**src/rtl/csa_accumulator.sv**
```systemverilog
// csa_accumulator
//   Carry-save accumulator. Operands are folded into a redundant (S, C) pair
//   with one full-adder level per operand, so frames can stream at one operand
//   per clock. When the last operand arrives, the carries are resolved CHUNK
//   bits per cycle over ACC_W/CHUNK cycles. The result is then held until the
//   consumer takes it.
//
// Ports
//   clk, rst        clock; asynchronous active-low reset
//   in_valid/ready  operand handshake (in_ready is high only while accumulating)
//   in_data         unsigned operand, zero-extended to ACC_W
//   in_sub          subtract this operand
//   in_last         final operand of the frame
//   clr             synchronous frame abort (effective while accumulating only)
//   out_valid/ready result handshake
//   out_data        frame result modulo 2^ACC_W
//   out_count       operands accepted in the frame, saturating at 65535
module csa_accumulator #(
  parameter int WIDTH = 64,
  parameter int ACC_W = 72,
  parameter int CHUNK = 8
) (
  input  logic             clk,
  input  logic             rst,
  input  logic             in_valid,
  output logic             in_ready,
  input  logic [WIDTH-1:0] in_data,
  input  logic             in_sub,
  input  logic             in_last,
  input  logic             clr,
  output logic             out_valid,
  input  logic             out_ready,
  output logic [ACC_W-1:0] out_data,
  output logic [15:0]      out_count
);

  localparam int N     = ACC_W / CHUNK;
  localparam int IDX_W = (N > 1) ? $clog2(N) : 1;

  generate
    if (ACC_W % CHUNK != 0) begin : g_bad_chunk
      $error("csa_accumulator: ACC_W must be a multiple of CHUNK");
    end
    if (ACC_W < WIDTH + 1) begin : g_bad_acc_w
      $error("csa_accumulator: ACC_W must be at least WIDTH+1");
    end
  endgenerate

  typedef enum logic [1:0] {S_ACCUM, S_RESOLVE, S_OUTPUT} state_t;

  state_t             state;
  logic [ACC_W-1:0]   s_vec, c_vec, result, x;
  logic [ACC_W-2:0]   maj;   // top majority bit would shift out; never built
  logic [CHUNK:0]     csum;
  logic               cy;
  logic [IDX_W-1:0]   idx;
  logic [15:0]        count, count_inc;
  logic               accept;

  assign in_ready  = (state == S_ACCUM);
  assign out_valid = (state == S_OUTPUT);
  assign out_data  = result;
  assign out_count = count;
  assign accept    = in_valid && (state == S_ACCUM);
  assign count_inc = (count == 16'hFFFF) ? count : count + 16'd1;

  always_comb begin
    // Subtraction is ~X plus a one injected at C[0]; the +1 costs nothing
    // because C[0] is always vacant after the shift.
    x = {{(ACC_W-WIDTH){1'b0}}, in_data};
    if (in_sub) x = ~x;
    maj  = (s_vec[ACC_W-2:0] & c_vec[ACC_W-2:0]) |
           (s_vec[ACC_W-2:0] & x[ACC_W-2:0]) |
           (c_vec[ACC_W-2:0] & x[ACC_W-2:0]);
    csum = {1'b0, s_vec[idx*CHUNK +: CHUNK]} + {1'b0, c_vec[idx*CHUNK +: CHUNK]}
         + {{CHUNK{1'b0}}, cy};
  end

  always_ff @(posedge clk or negedge rst) begin
    if (!rst) begin
      state  <= S_ACCUM;
      s_vec  <= '0;
      c_vec  <= '0;
      result <= '0;
      count  <= '0;
      cy     <= 1'b0;
      idx    <= '0;
    end else begin
      case (state)
        S_ACCUM: begin
          if (accept) begin
            if (clr) begin
              // clear and accept together: operand opens a fresh frame
              s_vec <= x;
              c_vec <= {{(ACC_W-1){1'b0}}, in_sub};
              count <= 16'd1;
            end else begin
              s_vec <= s_vec ^ c_vec ^ x;
              c_vec <= {maj, in_sub};
              count <= count_inc;
            end
            if (in_last) begin
              state <= S_RESOLVE;
              idx   <= '0;
              cy    <= 1'b0;
            end
          end else if (clr) begin
            s_vec <= '0;
            c_vec <= '0;
            count <= '0;
          end
        end
        S_RESOLVE: begin
          result[idx*CHUNK +: CHUNK] <= csum[CHUNK-1:0];
          cy  <= csum[CHUNK];   // final chunk's carry-out is dropped (mod 2^ACC_W)
          idx <= idx + IDX_W'(1);
          if (idx == IDX_W'(N-1)) state <= S_OUTPUT;
        end
        S_OUTPUT: begin
          if (out_ready) begin
            state <= S_ACCUM;
            s_vec <= '0;
            c_vec <= '0;
            count <= '0;
          end
        end
        default: state <= S_ACCUM;
      endcase
    end
  end

endmodule

```
**config.mk**
```make
export PLATFORM = sky130hd
export DESIGN_NAME = csa_accumulator
export DESIGN_NICKNAME = d
export VERILOG_FILES = /design/src/rtl/csa_accumulator.sv
export SDC_FILE = /design/constraint.sdc
export NUM_CORES = 1
export LEC_CHECK = 0
export CAP_MARGIN = 15
export CELL_PAD_IN_SITES_DETAIL_PLACEMENT = 1
export CELL_PAD_IN_SITES_GLOBAL_PLACEMENT = 1
export CORE_MARGIN = 2
export CORE_UTILIZATION = 45
export DETAILED_ROUTE_END_ITERATION = 8
export DONT_BUFFER_PORTS = 1
export PLACE_DENSITY = 0.73
export SLEW_MARGIN = 15
export SYNTH_ARGS = -nofsm -noshare
export SYNTH_HDL_FRONTEND = slang
export SYNTH_SLANG_ARGS = --single-unit
```
**constraint.sdc**
```tcl
create_clock -name clk -period 3.95 [get_ports clk]
set_input_delay 0.79 -clock clk [delete_from_list [all_inputs] [get_ports clk]]
set_output_delay 0.79 -clock clk [all_outputs]
set_load 0.1 [all_outputs]
```
### Word-level counts from Yosys, hierarchy flattened

Index checks and enable logic that the tools add are counted.

* register bits: 239
* output and inout port bits: 90

* add/subtract/negate cells: 5
* equal/unequal tests: 10
* shift-type cells: 4
* multiplexer cells: 27
* bitwise logic cells: 8
* reductions and logical operators: 8

Operators with widths (count)
* 2-to-1 mux 72 bit: 7
* case mux 72 bit (2 select lines): 2
* bitwise AND 71 bit: 3
* indexed part select 72 x 8 -> 8 bit: 2
* XOR 72 bit: 2
* bitwise OR 71 bit: 2
* 2-to-1 mux 16 bit: 5
* bitwise mux 72 bit: 1
* NOT 64 -> 72 bit: 1
* variable shift 8 x 34 -> 72 bit (first input constant): 1
* indexed part select 8 x 34 -> 72 bit: 1
* negation 7 -> 34 bit: 1
* case mux 16 bit (2 select lines): 1
* adder 16 x 1 -> 16 bit (second input constant): 1
* equality test 16 bit (second input constant): 1
* adder 8 x 8 -> 9 bit: 1
* adder 9 x 1 -> 9 bit: 1
* 2-to-1 mux 2 bit: 4
* 2-to-1 mux 4 bit: 2
* case mux 4 bit (2 select lines): 1
* AND reduction 4 bit: 2
* inequality test 2 x 1 -> 1 bit (second input constant): 3
* case mux 2 bit (3 select lines): 1
* AND reduction 3 bit: 2
* 12 further kinds: 14

### Longest topological paths before layout

* depth after elaboration: 8
* depth in mapped cells: 13

### Least setup slack after synthesis

Ideal clock, no wire load.

* kind: reg2reg
* start point: reg idx[0]
* end point: reg cy
* library setup time: 0.126 ns
* arrival time: 3.079 ns
* required time: 3.824 ns
* slack: 0.745 ns
* stages on the path, launching flop included: 14
* buffers on the path: 2
* path through: dfrtp_1 buf_4 buf_2 mux4_2 mux2i_1 o21ai_0 fa_1 inv_1 fa_1 nor2b_1 o31a_1 o21bai_1 a21oi_1 a221o_1

* word-level cells in the longest chain between the ends: 4
* elaborated cells on any way between the ends: 5

Ends and longest elaborated chain
* start: declaration: RTL line 56 `logic [IDX_W-1:0] idx;`
* start signal: assignment: RTL line 116 `idx <= idx + IDX_W'(1);`
* indexed part select 72 x 8 -> 8 bit: RTL line 75 `csum = {1'b0, s_vec[idx*CHUNK +: CHUNK]} + {1'b0, c_vec[idx*CHUNK +: CHUNK]}`
* adder 8 x 8 -> 9 bit (*): RTL line 75
* adder 9 x 1 -> 9 bit (*): RTL line 76 `+ {{CHUNK{1'b0}}, cy};`
* case mux 1 bit (2 select lines) (*): RTL line 89 `case (state)`
* end signal: assignment: RTL line 115 `cy <= csum[CHUNK];`
* end: declaration: RTL line 55 `logic cy;`

Mark *: on every way between the ends. The rest lies on a longest branch, timed or not.
A chain may end at the register's enable or synchronous reset.

### Final worst setup path

* start point: reg idx[1]
* end point: reg result[61] (netlist: out_data[61])

* word-level cells in the longest chain between the ends: 5
* elaborated cells on any way between the ends: 8

Ends and longest elaborated chain
* indexed part select 72 x 8 -> 8 bit: RTL line 75
* adder 8 x 8 -> 9 bit: RTL line 75
* adder 9 x 1 -> 9 bit: RTL line 76
* indexed part select 8 x 34 -> 72 bit: RTL line 114 `result[idx*CHUNK +: CHUNK] <= csum[CHUNK-1:0];`
* bitwise mux 72 bit (*): RTL line 114
* end signal: indexed assignment: RTL line 114
* end: declaration: RTL line 52 `logic [ACC_W-1:0] s_vec, c_vec, result, x;`

Marks and branches as above.

==> metrics.txt <==
via count=10200; P per Cell Area=about 900 nW/um2; Ant. Diodes=0; logic gate share of total power=approximately 36%; synth warn=0; worst slew pin tran=roughly 1100 ps; CTS Sinks=around 240; die width=~180 um; Sw Share=between 40% and 50%; CP arrival=4020 ps; CTS Buf Count=28; Psw=0.00666 W; Buffers & Inverters on Critical Path=2; R2R depth=11; num rows=63; Crit. path cell count=11; Initial DRC Count=about 800; type of the worst setup path=reg2reg; gr ovfl total=0; FF+latch count, synth=between 200 and 250; sequential fraction of the synthesis area=between 40% and 50%; routed wl met3=approximately 2.4 mm; M1 WL=between 15 and 20 mm; worst endpoint required time=~4400 ps; synth unique cells=between 50 and 60; vias in the first global route=11000; Worst setup EP type=register; TritonCTS clock tree=yes; HPWL Detailed=between 20 and 30 mm; first-pass GRT wire length=63.0 mm; synthesized area=13700 um2; worst skew pair latency=550 ps; met2 wire length=~19 mm; final hold violation count=211; core area=29800 um2; pin count of the biggest net entering global routing=between 200 and 250; crit path max fanout=17; Hold Crit Class=in2async; Top Layer Used=met4; status=finished, violations left; Syn Nets=approximately 1500; period utilisation layout=around nine tenths; area delta synth->final=10.3%; Die ar.=around 32000 um2; Pint=roughly 0.0070 W; nets@finish=between 1500 and 2000; leakage dissipation=6.31 nW; R2R setup slack=360 ps; Worst-path clk slew=around 60 ps; Final GP Congestion=between 0.8 and 0.9; CP Cell Sequence=buf_4 > mux4_2 > mux2i_1 > o21a_1 > inv_1 > ha_1 > a211oi_1 > o21ai_0 > xor2_1 > nand2_1 > o21ai_0; headroom to the max-slew limit=about a quarter; Clock Skews=approximately 16 ps; Fin Hold WS=-57.3 ps; initial antenna violation count=1; cell repeated most along the worst path=o21ai_0; Crit path largest cell delay=approximately 750 ps; I/O Buffers=0; EDFF count, synth=0; Post-synth ARST share=between 90% and 100%; Max IR drop VDD=~0.47 mV; dominant synthesized flop cell=dfrtp_1; Clock Tree Buf Depth=3; Clock Power Share=21.2%; setup violators final=0; Filler cells=approximately 3300; GRT Total Usage=between 20% and 30%; critical path's top delay family=compound AO/OA/AOI/OAI gates; Via density=a little under 6; die outline height=about 180 um; Post-Syn Area per Cell=9.99 um2; Cells after Synth=~1400; commonest non-fill, non-tap cells in the layout=nand2_1, dfrtp_1, o21ai_0; fmax=around 0.28 GHz; reg2reg end=out_data[61]; Post-CTS Setup Inserts=0; post-cts repair resize count=0; # DRC=0; Max Cap Violations=0; Critical R2R Launch=idx[1]; I/O pin count=~160; Slowest-stage cell, CP=dfrtp_1; max-slew violation count=0; setup TNS=0 ps; crit start category=register; commonest non-fill, non-tap cell in the layout=nand2_1; Sequential Power Share=between 40% and 50%; routed length per instance=about 23 um; final WL=around 40 mm; H-tree levels=1; RSZ-0062 raised after global routing=no; failing checks=negative hold slack; drt pass-1 iters=5; Detail Route Antenna Nets=0; clock root cell=clkbuf_16; Final Critical Period=roughly 3600 ps; starting density of the core=between 40% and 50%; layout cells sized above 1=a little under 10%
==> layer usage <==
metal / vias up / global-route usage [%]
li1: 4574 / -
met1: 5331 / 33.9
met2: 266 / 42.2
met3: 63 / 5.24
met4: 0 / 7.55
met5: - / 0
==> logic make-up (layout without fill, tap and decap cells) <==
logic type      count (synthesis)  in the layout  synth area share (%)
buf+inv                       232            230                  6.74
fa+ha+maj                      84             84                  11.7
xor+xnor                       69             69                  4.41
flops                         239            239                  43.6
mux                            59             59                  7.29
compound gates                297            297                  14.4
simple gates                  393            393                  11.9
==> how the worst max path moves through the flow <==
stage              endpoint  slack, ps   start
4_1_cts        out_data[61]        380  idx[1]
2_1_floorplan            cy        750  idx[0]
3_3_place_gp   out_data[37]        560  idx[1]
6_report       out_data[61]        360  idx[1]
5_1_grt        out_data[61]        140  idx[1]
3_5_place_dp   out_data[61]        410  idx[1]
==> stage by stage <==
step | cells | power [W] | cell area, um2 | utilization (%) | setup slack [ps]
finish | 1761 | 0.0136 | 15100 | 50.8 | 365
floorplan | 1373 | 0.00910 | 13700 | - | 745
CTS | 1761 | 0.0137 | 15100 | 50.8 | 383
detailed placement | 1710 | 0.0107 | 14100 | 47.3 | 412
global route | 1761 | 0.0145 | 15100 | 50.8 | 137
global placement | 1710 | 0.0105 | 14100 | 47.3 | 563
==> power groups by stage <==
stage / clock network, W / logic [W] / registers [W]
after floorplan: 0 / 0.00366 / 0.00545
after global placement: 0 / 0.00465 / 0.00582
after detailed placement: 0 / 0.00489 / 0.00585
after CTS: 0.00293 / 0.00496 / 0.00581
after global routing: 0.00302 / 0.00554 / 0.00592
final: 0.00289 / 0.00492 / 0.00582
==> sequential cells by signal, indices dropped and copies added (netlist names) <==
name and flops:
c_vec 72, state 2, s_vec 72, out_count 16, cy 1, out_data 72, idx 4
==> area by class of cell <==
class,instances,area (um2),share of cell area (%)
flip-flops and latches,239,5980,39.6
well taps,390,488,3.23
inverters,145,544,3.60
repair buffers,34,255,1.69
clock inverters,13,218,1.44
multi-input cells,902,6830,45.1
clock buffers,38,810,5.35
==> worst reg2reg max path: cells and delay by family, from the launching register on <==
family | cells | cell delay, ps
buffers and inverters | 2 | 430
muxes | 2 | 510
and+or+nand+nor | 1 | 170
xor gates and xnor gates | 1 | 380
adders and majority gates | 1 | 310
DFF | 1 | 750
AOI/OAI and AO/OA | 4 | 940
==> cell usage after synthesis, drive strengths merged (5+ instances only) <==
library cell	instances	area, um2
a21oi	18	90.1
a22o	11	96.3
a32o	64	641
buf	33	178
clkbuf	54	203
dfrtp	239	5980
fa	73	1460
ha	11	138
inv	145	544
mux2	7	78.8
mux2i	20	200
mux4	32	721
nand2	302	1130
nand3	35	175
nand4	5	31.3
nor2	20	75.1
nor2b	5	31.3
nor3	10	66.3
o21ai	167	836
o31ai	9	67.6
xnor2	67	587
No activity file was read; power rests on OpenSTA's default activity.
